[src/rtl/fac8_sel_ctrl_if.sv]
// Block bus shared by the block source, the twiddle-select controller and the multiplier.
// The controller connects through the slave modport.
interface fac8_sel_ctrl_if #(
    parameter int WIDTH = 11,
    parameter int DEPTH = 16
);
    logic                    frame_start;
    logic                    din_valid;
    logic signed [WIDTH-1:0] din_R     [DEPTH];
    logic signed [WIDTH-1:0] din_Q     [DEPTH];
    logic [2:0]              select;
    logic signed [WIDTH-1:0] mul_din_R [DEPTH];
    logic signed [WIDTH-1:0] mul_din_Q [DEPTH];
    logic                    mul_valid;
    logic                    dout_valid;
    logic                    dout_last;
    logic                    frame_err;

    modport master (
        output frame_start, din_valid, din_R, din_Q,
        input  select, mul_din_R, mul_din_Q, mul_valid, dout_valid, dout_last, frame_err
    );

    modport slave (
        input  frame_start, din_valid, din_R, din_Q,
        output select, mul_din_R, mul_din_Q, mul_valid, dout_valid, dout_last, frame_err
    );
endinterface

[src/rtl/fac8_sel_ctrl.sv]
// Twiddle-set select controller for a radix-8 FFT stage: tags each incoming block with its
// position in the frame and tracks blocks through the downstream multiplier latency.
module fac8_sel_ctrl #(
    parameter int WIDTH   = 11,
    parameter int DEPTH   = 16,
    parameter int BLKS    = 8,
    parameter int MUL_LAT = 1
) (
    input  logic          clk,
    input  logic          rst,
    fac8_sel_ctrl_if.slave bus
);
    typedef enum logic [1:0] {IDLE, RUN, DRAIN} state_t;

    localparam logic [2:0] LAST_IDX = 3'(BLKS - 1);

    state_t             state;
    state_t             state_next;
    logic [2:0]         blk_cnt;
    logic [2:0]         cap_idx;
    logic               cap_last;
    logic               capture;
    logic               err_next;
    logic               mul_last;
    logic               pipe_busy;
    logic [MUL_LAT-1:0] valid_pipe;
    logic [MUL_LAT-1:0] last_pipe;

    // A frame start always restarts numbering, whatever the current count is.
    assign cap_idx   = bus.frame_start ? 3'd0 : blk_cnt;
    assign cap_last  = (cap_idx == LAST_IDX);
    assign pipe_busy = bus.mul_valid | (|valid_pipe);

    // NOTE: sequential state uses non-blocking assignments so every register samples pre-edge values.
    always_ff @(posedge clk) begin
        if (rst) state <= IDLE;
        else     state <= state_next;
    end

    // NOTE: every combinational output gets a default first, so no path can infer a latch.
    always_comb begin
        state_next = state;
        capture    = 1'b0;
        err_next   = 1'b0;
        unique case (state)
            IDLE, DRAIN: begin
                if (bus.din_valid && bus.frame_start) begin
                    capture    = 1'b1;
                    state_next = RUN;
                end else if (bus.din_valid) begin
                    err_next = 1'b1;
                end else if (state == DRAIN && !pipe_busy) begin
                    state_next = IDLE;
                end
            end
            RUN: begin
                if (bus.din_valid) begin
                    capture  = 1'b1;
                    err_next = bus.frame_start && (blk_cnt != 3'd0);
                    if (cap_last) state_next = DRAIN;
                end
            end
            default: state_next = IDLE;
        endcase
    end

    // NOTE: the lane registers are cleared on reset because they are visible outputs, not a storage array.
    always_ff @(posedge clk) begin
        if (rst) begin
            blk_cnt       <= 3'd0;
            bus.select    <= 3'd0;
            bus.mul_valid <= 1'b0;
            bus.frame_err <= 1'b0;
            mul_last      <= 1'b0;
            valid_pipe    <= '0;
            last_pipe     <= '0;
            for (int i = 0; i < DEPTH; i++) begin
                bus.mul_din_R[i] <= '0;
                bus.mul_din_Q[i] <= '0;
            end
        end else begin
            bus.mul_valid <= capture;
            bus.frame_err <= err_next;
            mul_last      <= capture && cap_last;
            valid_pipe[0] <= bus.mul_valid;
            last_pipe[0]  <= mul_last;
            for (int k = 1; k < MUL_LAT; k++) begin
                valid_pipe[k] <= valid_pipe[k-1];
                last_pipe[k]  <= last_pipe[k-1];
            end
            if (capture) begin
                bus.select    <= cap_idx;
                blk_cnt       <= cap_last ? 3'd0 : cap_idx + 3'd1;
                bus.mul_din_R <= bus.din_R;
                bus.mul_din_Q <= bus.din_Q;
            end
        end
    end

    assign bus.dout_valid = valid_pipe[MUL_LAT-1];
    assign bus.dout_last  = last_pipe[MUL_LAT-1];
endmodule

[src/flat_wrapper.sv]
// flat-port wrapper written by rule: the top's interface ports become plain ports
module fac8_sel_ctrl_flat 
#(
    parameter int WIDTH   = 11,
    parameter int DEPTH   = 16,
    parameter int BLKS    = 8,
    parameter int MUL_LAT = 1
)
  (clk, rst, bus_frame_start, bus_din_valid, bus_din_R, bus_din_Q, bus_select, bus_mul_din_R, bus_mul_din_Q, bus_mul_valid, bus_dout_valid, bus_dout_last, bus_frame_err);
  fac8_sel_ctrl_if #(.WIDTH(WIDTH), .DEPTH(DEPTH)) bus_i ();
  input  logic clk;
  input  logic rst;
  input wire logic [$bits(bus_i.frame_start)-1:0] bus_frame_start;
  input wire logic [$bits(bus_i.din_valid)-1:0] bus_din_valid;
  input wire logic [$bits(bus_i.din_R)-1:0] bus_din_R;
  input wire logic [$bits(bus_i.din_Q)-1:0] bus_din_Q;
  output wire logic [$bits(bus_i.select)-1:0] bus_select;
  output wire logic [$bits(bus_i.mul_din_R)-1:0] bus_mul_din_R;
  output wire logic [$bits(bus_i.mul_din_Q)-1:0] bus_mul_din_Q;
  output wire logic [$bits(bus_i.mul_valid)-1:0] bus_mul_valid;
  output wire logic [$bits(bus_i.dout_valid)-1:0] bus_dout_valid;
  output wire logic [$bits(bus_i.dout_last)-1:0] bus_dout_last;
  output wire logic [$bits(bus_i.frame_err)-1:0] bus_frame_err;
  assign bus_i.frame_start = bus_frame_start;
  assign bus_i.din_valid = bus_din_valid;
  assign bus_i.din_R = {>>{bus_din_R}};
  assign bus_i.din_Q = {>>{bus_din_Q}};
  assign bus_select = bus_i.select;
  assign bus_mul_din_R = {>>{bus_i.mul_din_R}};
  assign bus_mul_din_Q = {>>{bus_i.mul_din_Q}};
  assign bus_mul_valid = bus_i.mul_valid;
  assign bus_dout_valid = bus_i.dout_valid;
  assign bus_dout_last = bus_i.dout_last;
  assign bus_frame_err = bus_i.frame_err;
  fac8_sel_ctrl #(.WIDTH(WIDTH), .DEPTH(DEPTH), .BLKS(BLKS), .MUL_LAT(MUL_LAT)) u_core (.clk(clk), .rst(rst), .bus(bus_i));
endmodule
[config.mk]
export PLATFORM = sky130hd
export DESIGN_NAME = fac8_sel_ctrl_flat
export DESIGN_NICKNAME = d
export VERILOG_FILES = /design/src/rtl/fac8_sel_ctrl_if.sv /design/src/rtl/fac8_sel_ctrl.sv /design/src/flat_wrapper.sv
export SDC_FILE = /design/constraint.sdc
export NUM_CORES = 1
export LEC_CHECK = 0
export CORE_AREA = 5 5 276 278
export CTS_CLUSTER_SIZE = 30
export DETAILED_ROUTE_END_ITERATION = 7
export DIE_AREA = 0 0 281 283
export HOLD_SLACK_MARGIN = 0.15
export PLACE_DENSITY = 0.51
export SYNTH_ARGS = -nofsm -noshare
export SYNTH_HDL_FRONTEND = slang
export SYNTH_SLANG_ARGS = --single-unit
[constraint.sdc]
create_clock -name clk -period 2.25 [get_ports clk]
set_clock_uncertainty 0.2 [all_clocks]
set_input_delay 0.3375 -clock clk [delete_from_list [all_inputs] [get_ports clk]]
set_output_delay 0.3375 -clock clk [all_outputs]
set_load 0.03 [all_outputs]
== Word-level counts from Yosys, hierarchy flattened ==
Cells that the tools add are included.
W data, S select, Z words.

* Equality and inequality tests: 7
* Reductions and logical operators: 9
* Multiplexer cells: 14
* Add/sub/neg operators: 1
* Bitwise operators: 1

{| class="wikitable"
|+ Operators with widths
! cell !! number
|-
| $mux W2 || 5
|-
| $mux W3 || 2
|-
| $logic_and A1 B1 Y1 || 4
|-
| $mux W1 || 4
|-
| $pmux W1 S2 || 2
|-
| $pmux W2 S2 || 1
|-
| $reduce_and A4 Y1 || 1
|-
| $add A3 B1 Y3 const B || 1
|-
| $eq A3 B3 Y1 const B || 1
|-
| $ne A3 B1 Y1 const B || 1
|-
| $ne A3 B2 Y1 const B || 1
|-
| $reduce_bool A3 Y1 || 1
|-
| $eq A2 B1 Y1 const B || 1
|-
| $eq A2 B2 Y1 const B || 1
|-
| $logic_not A2 Y1 || 1
|-
| $ne A2 B1 Y1 const B || 1
|-
| $ne A2 B2 Y1 const B || 1
|-
| $reduce_or A2 Y1 || 1
|-
| $logic_not A1 Y1 || 1
|-
| $or A1 B1 Y1 || 1
|}

* Bits in registers: 365
* Input bits: 356
* Word-level logic and storage cells: 72
* Output and inout bits: 359

== Longest topological paths before layout ==
* Depth in word-level cells: 7
* Gate-level depth with buffers: 6
* Gate-level depth less buffers: 6

== Least setup slack after synthesis ==
OpenSTA, ideal clock, no wires.

* Path type: register -> register
* From: register u_core.state[1]
* To: register u_core.blk_cnt[0]
* Library setup time: 0.115 ns
* Slack: 0.672 ns
* Required time: 1.935 ns
* Arrival: 1.263 ns
* Cell stages (with the launch flop): 7
* Path through: dfxtp_1 -> and2b_4 -> o21a_1 -> buf_4 -> buf_6 -> buf_6 -> o21a_1

* Longest elaborated chain between the ends: 3
* Elaborated cells on any way between the ends: 5
* Classes of those cells: 2 x eq/ne; 1 x mux; 2 x reduce/logical

{| class="wikitable"
|+ RTL lines
! item !! RTL line !! RTL
|-
| start: declaration || fac8_sel_ctrl.sv:17 || <nowiki>state_t state;</nowiki>
|-
| start signal: assignment || fac8_sel_ctrl.sv:37 || <nowiki>else state <= state_next;</nowiki>
|-
| $eq A2 B2 Y1 or $logic_not A2 Y1 (tied branches) || fac8_sel_ctrl.sv:45 || <nowiki>unique case (state)</nowiki>
|-
| $reduce_or A2 Y1 || fac8_sel_ctrl.sv:45 ||
|-
| $pmux W1 S2 * || fac8_sel_ctrl.sv:45 ||
|-
| end signal: assignment || fac8_sel_ctrl.sv:93 || <nowiki>blk_cnt <= cap_last ? 3'd0 : cap_idx + 3'd1;</nowiki>
|-
| end: declaration || fac8_sel_ctrl.sv:19 || <nowiki>logic [2:0] blk_cnt;</nowiki>
|}

Mark *: on every way between the ends. The rest lies on a longest branch, timed or not.
A chain may end at the register's enable or synchronous reset.

== Final worst setup path ==
* From: register u_core.bus.mul_din_Q[100]
* To: output bus_mul_din_Q[100]

{| class="wikitable"
|+ RTL lines
! item !! RTL line !! RTL
|-
| start: declaration || fac8_sel_ctrl_if.sv:26 || <nowiki>output select, mul_din_R, mul_din_Q, mul_valid, dout_valid, dout_last, frame_err</nowiki>
|-
| start signal: assignment || fac8_sel_ctrl.sv:95 || <nowiki>bus.mul_din_Q <= bus.din_Q;</nowiki>
|-
| end: declaration || flat_wrapper.sv:19 || <nowiki>output wire logic [$bits(bus_i.mul_din_Q)-1:0] bus_mul_din_Q;</nowiki>
|}

No word-level cell between the ends.

==> results.tsv <==
stage	metric	value	unit
run_status	status	finished, final reports clean	
cells_and_area	nets	2961	
clocking	cts.sinks	365	
critical_path	crit_family	buffers and inverters	
routing	drt_iter0_drc	439	
global_routing	grt_overflow	0	
routing	wl_per_cell	16.4	um
routing	ant_nets	0	
timing	relSlewSlack	49.2	%
critical_path	critPathMaxFanout	2	
clocking	cts_root_buf	clkbuf_16	
global_routing	gr-usage-all-layers	14.1	%
timing	fin_crit_sh	97.0	%
hold_path	min_path_type	in2reg	
critical_path	cp_data_required_time	1.71	ns
critical_path	arrival	1.65	ns
critical_path	r2r_start	u_core.state[0]	
synthesis	ys_seq_elements	365	
critical_path	path_class	reg2out	
synthesis	postSynth.asyncResetShare	0	%
timing	fin_crit	2.18	ns
timing	finalHoldViolations	0	
critical_path	cp-end-kind	output port	
clocking	clock_tree.htree_level_count	2	
critical_path	startpoint_type	flop	
clocking	clk_latency	0.57	ns
cells_and_area	fin_area	29200	um^2
die	die_area	79500	um^2
critical_path	crit_chain	clkdlybuf4s50_1	
synthesis	syn_inst	1584	
timing	whs	0.186	ns
die	ios	715	
cells_and_area	areaGrowthSynthToFinish	79.4	%
power_and_ir_drop	ir_drop	0.534	mV
place	hpwl	44100	um
routing	vias	14200	
power_and_ir_drop	p_leak	11.1	nW
synthesis	yosysWarnings	0	
global_routing	grt_pass1_wl	90400	um
hold_path	hold_end	u_core.bus.mul_din_Q[119]	
synthesis	ys_types	23	
cells_and_area	num-fill-cells	7157	
clocking	cts_tree	built	
synthesis	ys.flop_type	dfxtp_1	
synthesis	synthTopCellsByCount	714 x nand2b_1, 365 x dfxtp_1, 357 x mux2i_1	
place	port_buffers	714	
routing	wirelength	59000	um
synthesis	synth_area	16300	um^2
place	post-place-ws	-0.0625	ns
critical_path	cpPeakStageDelay	0.75	ns
synthesis	synth_top_area_cell	dfxtp_1	
synthesis	seq_area_frac_synth	44.9	%
synthesis	yosysTopAreaCellShare	44.9	%
clocking	clockBufferDepth	3	
hold_path	min_path_cells	3	
critical_path	crit_slowest_cell	clkdlybuf4s50_1	
die	dieHeight	283	um
timing	setup_viol	0	
global_routing	grt_antenna_before_repair	2	
routing	viasPerCell	3.93	
cells_and_area	drive_above_1_share	4.93	%
synthesis	synth_edf_count	0	
clocking	cts_inserted_buffers	45	
critical_path	reg2reg_to	u_core.bus.mul_din_Q[20]	
synthesis	synth_nets	1942	
synthesis	ys_top_cells_by_area	dfxtp_1 45%, nand2b_1 27%, mux2i_1 22%	
critical_path	crit_buf_inv	1	
timing	fmax	458	MHz
cells_and_area	fin_util	39.6	%
clocking	clk_pin_slew	0.06	ns
power_and_ir_drop	power_density	628	nW/um^2
critical_path	rrSetupSlack	0.42	ns
flow_run	cap_violations	0	
timing	worst_slew_pin_slew	0.762	ns
die	die_w	281	um
timing	fin_setup_tns	0	ns
global_routing	grt_pass1_vias	15600	
die	rows	100	
critical_path	worstRegToRegCells	5	
timing	maxSlewViolCount	0	
routing	drcViolationCount	0	
die	coreArea	73700	um^2
die	start_util	22.1	%
hold_path	min_from	bus_din_Q[119]	
synthesis	syn_area_per_cell	10.3	um^2
timing	setup_ws	0.0671	ns
timing	rsz0062_at_grt	false	
global_routing	grt_max_degree	124	
synthesis	synth.most_common_cell	nand2b_1	
routing	drt-pass1-iter-count	4	
place	gp_congestion	0.786	
place	placed_cell_area	24600	um^2
## power breakdown
part	leakage, nW	switching [W]	internal (W)	total, W
registers	2.99	0.000227	0.00688	0.00710
clock network	0.685	0.00291	0.00406	0.00697
logic	7.39	0.00196	0.00229	0.00425
## placed cells by master (no fill, tap or decap), types with 2 or more instances in the layout
| cell | n |
|---|---|
| a21oi_1 | 2 |
| buf_12 | 19 |
| buf_4 | 44 |
| clkbuf_1 | 15 |
| clkbuf_16 | 45 |
| clkbuf_8 | 11 |
| clkdlybuf4s50_1 | 690 |
| clkinv_2 | 4 |
| clkinv_8 | 2 |
| dfxtp_1 | 365 |
| diode_2 | 2 |
| dlygate4sd2_1 | 12 |
| dlygate4sd3_1 | 317 |
| dlymetal6s2s_1 | 9 |
| ha_1 | 2 |
| inv_1 | 2 |
| mux2i_1 | 357 |
| nand2_1 | 2 |
| nand2b_1 | 714 |
| nor2_1 | 2 |
| nor2b_1 | 6 |
| or3_1 | 2 |
## routing by layer
metal / track usage [%] / up-vias / part of all wire (%)
met3: 3.68 / 112 / 6.5
met1: 15.7 / 6495 / 39
li1: - / 7142 / -
met5: 0 / - / 0
met4: 5.39 / 0 / 4.1
met2: 25.8 / 433 / 50
## per-stage QoR
step	std cells	total power, W
after detailed placement	3208	0.0111
after global routing	3606	0.0192
after CTS	3604	0.0187
after global placement	3208	0.0110
final	3606	0.0183
after floorplan	1584	0.00921
## kinds of logic after synthesis
logic type	synth area share, %
AND/OR/NAND/NOR	28.0
flip-flops	44.9
multiplexers	22.0
buffers and inverters	4.58
AO/OA/AOI/OAI	0.346
adder cells (fa/ha/maj)	0.154
## layout make-up
cell class | count | area [um^2] | share of cell area (%)
Inverter | 2 | 7.51 | 0.0257
Clock inverter | 8 | 68.8 | 0.236
Timing Repair Buffer | 1092 | 11000 | 37.8
Tap cell | 969 | 1210 | 4.15
Antenna cell | 2 | 5.00 | 0.0171
Multi-Input combinational cell | 1097 | 8230 | 28.2
Sequential cell | 365 | 7310 | 25.0
Clock buffer | 71 | 1330 | 4.57
## timing repair
| item | CTS | global route |
|---|---|---|
| setup buffers | 0 | 0 |
| gates resized for setup | 12 | 9 |
| pin swaps | 0 | 0 |
| hold endpoints to repair | 317 | 0 |
| hold buffers | 317 | 0 |
| setup endpoints to repair | 12 | 9 |
## state kept, by name, indices dropped and copies added (netlist names)
register               cells
u_core.bus.dout_valid      1
u_core.bus.mul_din_Q     176
u_core.bus.frame_err       1
u_core.state               2
u_core.mul_last            1
u_core.bus.dout_last       1
u_core.bus.select          3
u_core.bus.mul_valid       1
u_core.bus.mul_din_R     176
u_core.blk_cnt             3
## worst max path at each step
stage	to	cells past startpoint	start
3_5_place_dp	u_core.bus.mul_din_Q[20]	6	bus_frame_start
2_1_floorplan	u_core.blk_cnt[0]	6	u_core.state[1]
6_report	bus_mul_din_Q[100]	1	u_core.bus.mul_din_Q[100]
3_3_place_gp	u_core.bus.mul_din_R[61]	6	bus_frame_start
4_1_cts	bus_mul_din_Q[108]	1	u_core.bus.mul_din_Q[108]
5_1_grt	bus_mul_din_R[51]	1	u_core.bus.mul_din_R[51]
(Power assumes the default switching activity.)
